**config.mk**
```make
export PLATFORM = sky130hd
export DESIGN_NAME = writeback_arbiter
export DESIGN_NICKNAME = d
export VERILOG_FILES = /design/src/rtl/writeback_arbiter.sv
export SDC_FILE = /design/constraint.sdc
export NUM_CORES = 1
export LEC_CHECK = 0
export ABC_CLOCK_PERIOD_IN_PS = 3000
export CAP_MARGIN = 20
export CORE_AREA = 2 2 190 99
export CTS_CLUSTER_SIZE = 12
export DETAILED_ROUTE_END_ITERATION = 7
export DIE_AREA = 0 0 192 101
export PLACE_DENSITY = 0.79
export SLEW_MARGIN = 5
export SYNTH_ARGS = -nofsm -noshare
export SYNTH_HDL_FRONTEND = slang
export SYNTH_SLANG_ARGS = --single-unit
```
**constraint.sdc**
```tcl
create_clock -name Clk_Core -period 3 [get_ports Clk_Core]
set_input_delay 0.6 -clock Clk_Core [delete_from_list [all_inputs] [get_ports Clk_Core]]
set_output_delay 0.6 -clock Clk_Core [all_outputs]
set_load 0.1 [all_outputs]
```
**src/rtl/writeback_arbiter.sv**
```systemverilog
// Register-file writeback arbiter: merges the ALU result stream with a queued load-result stream
// and keeps a per-register pending-write scoreboard.
module writeback_arbiter #(
    parameter int unsigned LD_FIFO_DEPTH = 4
) (
    input  logic        Clk_Core,
    input  logic        Rst_Core,
    input  logic        Alu_Valid,
    input  logic [4:0]  Alu_Rd,
    input  logic [31:0] Alu_Data,
    output logic        Alu_Ready,
    input  logic        Ld_Valid,
    input  logic [4:0]  Ld_Rd,
    input  logic [31:0] Ld_Data,
    output logic        Ld_Ready,
    input  logic        Issue_Valid,
    input  logic [4:0]  Issue_Rd,
    output logic [31:0] Busy_Vec,
    output logic        Wr_En,
    output logic [4:0]  Write_Addr_Port_1,
    output logic [31:0] Write_Data_Port_1
);

    localparam int unsigned PTR_W  = (LD_FIFO_DEPTH > 1) ? $clog2(LD_FIFO_DEPTH) : 1;
    localparam int unsigned CNT_W  = PTR_W + 1;
    localparam int unsigned RD_W   = 5;
    localparam int unsigned DATA_W = 32;
    localparam int unsigned NREG   = 32;

    typedef struct packed {
        logic [RD_W-1:0]   rd;
        logic [DATA_W-1:0] data;
    } wb_entry_t;

    typedef enum logic {
        GRANT_LOAD = 1'b0,
        GRANT_ALU  = 1'b1
    } grant_t;

    wb_entry_t        ld_mem [LD_FIFO_DEPTH];
    logic [PTR_W-1:0] wr_ptr;
    logic [PTR_W-1:0] rd_ptr;
    logic [CNT_W-1:0] ld_count;
    grant_t           last_grant;

    logic             fifo_empty;
    logic             push;
    logic             alu_grant;
    logic             ld_grant;
    logic             contended;
    wb_entry_t        sel;
    logic [NREG-1:0]  set_mask;
    logic [NREG-1:0]  clr_mask;
    logic [NREG-1:0]  busy_next;

    assign fifo_empty = (ld_count == '0);
    assign Ld_Ready   = (ld_count < CNT_W'(LD_FIFO_DEPTH));
    assign push       = Ld_Valid && Ld_Ready;
    assign contended  = Alu_Valid && !fifo_empty;
    assign Alu_Ready  = alu_grant;

    // Round-robin grant; a freshly pushed load is never visible in its push cycle.
    always_comb begin
        alu_grant = 1'b0;
        ld_grant  = 1'b0;
        if (!Rst_Core) begin
            if (Alu_Valid && (fifo_empty || last_grant == GRANT_LOAD)) begin
                alu_grant = 1'b1;
            end else if (!fifo_empty) begin
                ld_grant = 1'b1;
            end
        end
    end

    always_comb begin
        sel = alu_grant ? wb_entry_t'{rd: Alu_Rd, data: Alu_Data} : ld_mem[rd_ptr];
    end

    // Set wins over clear when the same register is issued and retired on one edge.
    always_comb begin
        set_mask = '0;
        clr_mask = '0;
        if (Issue_Valid && Issue_Rd != '0) begin
            set_mask[Issue_Rd] = 1'b1;
        end
        if ((alu_grant || ld_grant) && sel.rd != '0) begin
            clr_mask[sel.rd] = 1'b1;
        end
        busy_next    = (Busy_Vec & ~clr_mask) | set_mask;
        busy_next[0] = 1'b0;
    end

    // Storage needs no reset; occupancy and pointers define validity.
    always_ff @(posedge Clk_Core) begin
        if (push) begin
            ld_mem[wr_ptr] <= wb_entry_t'{rd: Ld_Rd, data: Ld_Data};
        end
    end

    always_ff @(posedge Clk_Core or posedge Rst_Core) begin
        if (Rst_Core) begin
            wr_ptr     <= '0;
            rd_ptr     <= '0;
            ld_count   <= '0;
            last_grant <= GRANT_LOAD;
        end else begin
            if (push) begin
                wr_ptr <= wr_ptr + PTR_W'(1);
            end
            if (ld_grant) begin
                rd_ptr <= rd_ptr + PTR_W'(1);
            end
            if (push && !ld_grant) begin
                ld_count <= ld_count + CNT_W'(1);
            end else if (!push && ld_grant) begin
                ld_count <= ld_count - CNT_W'(1);
            end
            if (contended) begin
                last_grant <= alu_grant ? GRANT_ALU : GRANT_LOAD;
            end
        end
    end

    // Writeback port: one-cycle pulse per result; x0 results are consumed silently.
    always_ff @(posedge Clk_Core or posedge Rst_Core) begin
        if (Rst_Core) begin
            Wr_En             <= 1'b0;
            Write_Addr_Port_1 <= '0;
            Write_Data_Port_1 <= '0;
            Busy_Vec          <= '0;
        end else begin
            Busy_Vec <= busy_next;
            if ((alu_grant || ld_grant) && sel.rd != '0) begin
                Wr_En             <= 1'b1;
                Write_Addr_Port_1 <= sel.rd;
                Write_Data_Port_1 <= sel.data;
            end else begin
                Wr_En <= 1'b0;
            end
        end
    end

endmodule

```
==> reports/results.ini, run 1 <==
[status]
status=completed

[placement]
dp_hpwl_um=14990
placed_cell_area_mm2=0.01108
place_congestion=0.8761
io_buffer_count=154
place_inst=984

[drt]
vias=5835
ant_nets=0
wire_per_inst_um=21.44
viasPerCell=5.687
drt-total-wl_um=22000
firstDrtPassIters=5
drc=0
drtIter0Drc=527

[sta]
min_period_over_period=0.9581
rsz0062_at_grt=false
worst_pin_slew_ps=670.8
max_freq_mhz=347.9
setup_violations=0
drv_slew=0
final_hold_viol_count=0
relSlewSlack=0.5498
clock_skew_ps=19.45
period_minus_slack_ps=2874

[synthesis]
yosys-top-cells-count=edfxtp_1 (148), nand2_1 (107), dfrtp_1 (77)
synth.distinct_cells=52
synth_edf_count=148
synth_cells=589
synth_top_area_frac=0.4797
yosysWarnings=0
syn-cell-area_mm2=0.009264
syn_nets=679
ys_ff_latch=225
ys_async_sr_fraction=0.3422
yosys.area.top_type=edfxtp_1
synth_seq_area_share=0.6877
yosysMostFrequentCell=edfxtp_1
ys.flop_type=edfxtp_1
syn_avg_cell_area_um2=15.73
synth_area_leaders=edfxtp_1 (48%), dfrtp_1 (21%), mux4_2 (8.5%)

[clocking]
htreeDepth=1
cts-resized-gates=0
insertion_delay_ps=500
clk_path_buf_depth=3
cts.hold.buffers_added=0
post_cts_buffers=0
clk_pin_slew_ps=70
cts_buffers=22
numClockSinks=225
cts-root-buf=clkbuf_16
cts_tree=yes

[critical_path]
arrival_ps=2270
path_class=reg -> out
critPathMaxFanout=19
crit_path_end_kind=output pin
cp-start-kind=register
ff2ff_path_depth=7
cp_data_required_time_ps=2400

[global_route]
grt_pass1_vias=5960
grt-ovfl-total=0
met1_usage=0.3569
antenna_found_initial=2
gr-usage-met3=0.05117
grt_max_degree=78
busiest_layer=met1
grt_pass1_wl_um=33650
grt_use_met2=0.3363
grtUsageTotal=0.2300

[cells_and_area]
final_nets=859
stdcell_count=1026
drive_above_1_share=0.2611
final_cell_area_mm2=0.01175
area_growth_pct=26.80

[job]
maxCapViolations=0

[floorplanning]
pin_count=156
die_width_um=192
core-area_mm2=0.01787
dieHeight_um=101
die_area_mm2=0.01939
start_util=0.5185
rows=35

[worst_hold_path]
hp-class=reg -> reg
min_path_cells=1

[worst paths after layout]
path	from	end	slack, ps
worst max-delay path	ld_count[0]$_DFFE_PP0P_	Alu_Ready	130
worst min-delay path	Write_Addr_Port_1[0]$_DFFE_PP0P_	Write_Addr_Port_1[0]$_DFFE_PP0P_	500
worst max register to register	rd_ptr[0]$_DFFE_PP0P_	Write_Data_Port_1[24]$_DFFE_PP0P_	370
worst min register to register	Write_Addr_Port_1[0]$_DFFE_PP0P_	Write_Addr_Port_1[0]$_DFFE_PP0P_	500
max in group asynchronous	Rst_Core	Write_Data_Port_1[7]$_DFFE_PP0P_	1650
min in group asynchronous	Rst_Core	last_grant$_DFFE_PP0P_	770
[cells by family (layout without fill, tap and decap cells)]
family / after synthesis / in the layout / synth area share
mux: 72 / 72 / 0.1436
buf+inv: 35 / 231 / 0.02066
compound gates: 97 / 97 / 0.06483
simple gates: 147 / 147 / 0.06821
flops: 225 / 225 / 0.6877
other cells: 1 / 2 / 0.0004048
fa+ha+maj: 6 / 6 / 0.008914
xor+xnor: 6 / 6 / 0.005673
[metrics by stage]
stage / util / setup WS, ps / hold WS [ps] / setup TNS, ps
3_3_place_gp: 0.6200 / 293.7 / 489.2 / 0
5_1_grt: 0.6573 / 24.62 / 528.5 / 0
4_1_cts: 0.6557 / 137.2 / 498.8 / 0
3_5_place_dp: 0.6200 / 279.3 / 479.3 / 0
6_report: 0.6574 / 125.8 / 496.8 / 0
2_1_floorplan: - / -136.2 / 558.2 / -255.3
[layout make-up]
cell class | instances | area [um2]
flip-flops and latches | 225 | 6374
fillers | 1240 | 6121
multi-input cells | 329 | 2726
repair buffers | 178 | 1652
clock buffers | 40 | 639.4
well taps | 240 | 300.3
inverters | 13 | 52.55
diodes | 1 | 2.502
[critical path, stage by stage, from the launching register on]
cell	delay, ps
dfrtp_1	480
o31ai_4	480
nand2_1	160
inv_2	130
buf_4	310
buf_12	220
[layer usage]
layer	routed length [um]	share of wire
met1	9851	0.45
met2	9622	0.44
met3	2066	0.094
met4	444	0.020
met5	16	0.00073
[layout by cell type, fill, tap and decap left out, types with 3 or more instances in the layout]
cell	netlist	final
and2_2	0	4
inv_1	12	9
mux4_2	35	35
nand2b_1	4	4
buf_12	2	7
dfrtp_1	77	75
xnor2_1	4	4
o2bb2ai_1	4	4
inv_2	1	3
nor2b_1	7	7
a21oi_1	7	7
edfxtp_1	148	148
nand3_1	4	4
ha_1	5	4
nor2_1	7	7
o21ai_0	64	64
buf_4	1	87
mux2_4	26	26
mux2_2	7	7
nand2_1	107	107
nor3_1	3	3
clkdlybuf4s50_1	0	83
clkbuf_1	10	17
clkbuf_16	0	23
a32oi_1	8	8
[state kept, by name (all words and copies together) (netlist names)]
name,cells
ld_mem,148
Write_Data_Port_1,32
Busy_Vec,31
Write_Addr_Port_1,5
ld_count,3
rd_ptr,2
wr_ptr,2
Wr_En,1
last_grant,1
Power of run 1 is left out: the tool's default activity adds up to more than one toggle a clock period on the data nets, which glitch-free logic cannot reach.
==> inputs of run 2 (changes only) <==
==> constraint.sdc (replaced) <==
create_clock -name Clk_Core -period 3 [get_ports Clk_Core]
set_input_delay 0.3 -clock Clk_Core [delete_from_list [all_inputs] [get_ports Clk_Core]]
set_output_delay 0.3 -clock Clk_Core [all_outputs]
set_load 0.1 [all_outputs]
==> run 2 against run 1 <==
Maximum frequency increased by 8.1%. Setup slack better by 220 ps. Sequential share of layout area up 0.31 points. Non-clock buffer count fell by 4. Die area unchanged. Sequential cell count is the same. Critical path type is now reg -> reg. Largest cell class unchanged. Highest routed layer unchanged.
==> reports/results.ini, run 2 (synthesized netlist as in run 1, its figures left out) <==
[status]
status=completed

[sta]
relSlewSlack=0.3350
hold_ws_ps=430.3
worst_pin_slew_ps=997.6
final.setup.tns_ps=0
clock_skew_ps=9.452
setup_violations=0
final_hold_viol_count=0
period_minus_slack_ps=2658
rsz0062_at_grt=false
max_freq_mhz=376.3
drv_slew=0
min_period_over_period=0.8859

[floorplanning]
core-area_mm2=0.01787
rows=35
pin_count=156
dieHeight_um=101
die_width_um=192
die_area_mm2=0.01939
start_util=0.5185

[critical_path]
cp_cell_sequence=mux4_1 > a211oi_2 > a21oi_2 > o21ai_4 > buf_12 > mux2_2
path_class=reg -> reg
crit_slowest_cell=mux4_1
cp_data_required_time_ps=3380
critPathMaxStageDelay_ps=710
arrival_ps=3040
cp-start-kind=register
crit_path_end_kind=register
path_delay_family=multiplexers
crit_buf_inv=1
critPathMaxFanout=36

[drt]
ant_nets=0
drt-total-wl_um=21470
drtIter0Drc=483
firstDrtPassIters=5
drc=0
viasPerCell=5.678
wire_per_inst_um=20.98
vias=5809

[cells_and_area]
stdcell_count=1023
area_growth_pct=26.07
post-route-util=0.6536
seq_area_mm2=0.006374
multiInputGateArea_mm2=0.002709
final_cell_mix=edfxtp_1 (148), nand2_1 (106), clkdlybuf4s50_1 (98)
largest_register_ffs=148
final_nets=855
num-fill-cells=1235
mostFrequentLayoutCell=edfxtp_1
reg_top3=ld_mem (148), Write_Data_Port_1 (32), Busy_Vec (31)
largest-register=ld_mem
drive_above_1_share=0.2343

[worst_hold_path]
hp-class=in -> reg

[clocking]
htreeDepth=1
insertion_delay_ps=500
clk_pin_slew_ps=60
cts-root-buf=clkbuf_16
post_cts_buffers=0
clk_path_buf_depth=3
cts_tree=yes
cts.hold.buffers_added=0
cts_buffers=22
numClockSinks=225
cts-resized-gates=0

[job]
maxCapViolations=0

[global_route]
grtUsageTotal=0.2262
antenna_found_initial=3
grt_max_degree=78
grt_pass1_vias=5972
grt_pass1_wl_um=32850
grt-ovfl-total=0

[placement]
io_buffer_count=154
dp_hpwl_um=14600
place_inst=981
place_congestion=0.9264

-- run 2: cell count changes in the layout (fill, tap and decap cells not counted), moves of 2 or more --
cell | before | now
clkdlybuf4s50_1 | 83 | 98
buf_4 | 87 | 73
buf_12 | 7 | 3
inv_1 | 9 | 11
inv_2 | 3 | 1
-- run 2: layer usage --
layer	GRT usage	vias up	share of wire	wire (um)
met5	0	-	0.00061	13
met4	0.06107	2	0.017	365
met3	0.05882	39	0.10	2169
met2	0.3349	283	0.44	9416
met1	0.3356	2916	0.44	9501
li1	-	2569	-	-
-- run 2: worst paths after layout --
kind | depth (start not counted) | slack, ps | endpoint | start
max in group asynchronous | 3 | 1600 | rd_ptr[0]$_DFFE_PP0P_ | Rst_Core
worst min-delay path | 1 | 430 | ld_mem[3][16]$_DFFE_PP_ | Ld_Data[16]
worst max register to register | 6 | 340 | Write_Data_Port_1[21]$_DFFE_PP0P_ | rd_ptr[0]$_DFFE_PP0P_
worst min register to register | 1 | 520 | Write_Data_Port_1[23]$_DFFE_PP0P_ | Write_Data_Port_1[23]$_DFFE_PP0P_
min in group asynchronous | 3 | 730 | Busy_Vec[28]$_DFF_PP0_ | Rst_Core
worst max-delay path | 6 | 340 | Write_Data_Port_1[21]$_DFFE_PP0P_ | rd_ptr[0]$_DFFE_PP0P_
-- run 2: final cells by class --
cell class	count	share of cell area
Sequential cell	225	0.5457
Multi-Input combinational cell	329	0.2319
Timing Repair Buffer	174	0.1361
Clock buffer	40	0.05560
Tap cell	240	0.02571
Inverter	13	0.004500
Antenna cell	2	0.0004285
-- run 2: through the flow --
stage / cell area [um2] / setup WS (ps)
2_1_floorplan: 9268 / 69.07
3_3_place_gp: 11020 / 376.7
3_5_place_dp: 11020 / 188.7
4_1_cts: 11670 / 325.8
5_1_grt: 11670 / 185.2
6_report: 11680 / 342.3
Power of run 2 is left out for the same reason.
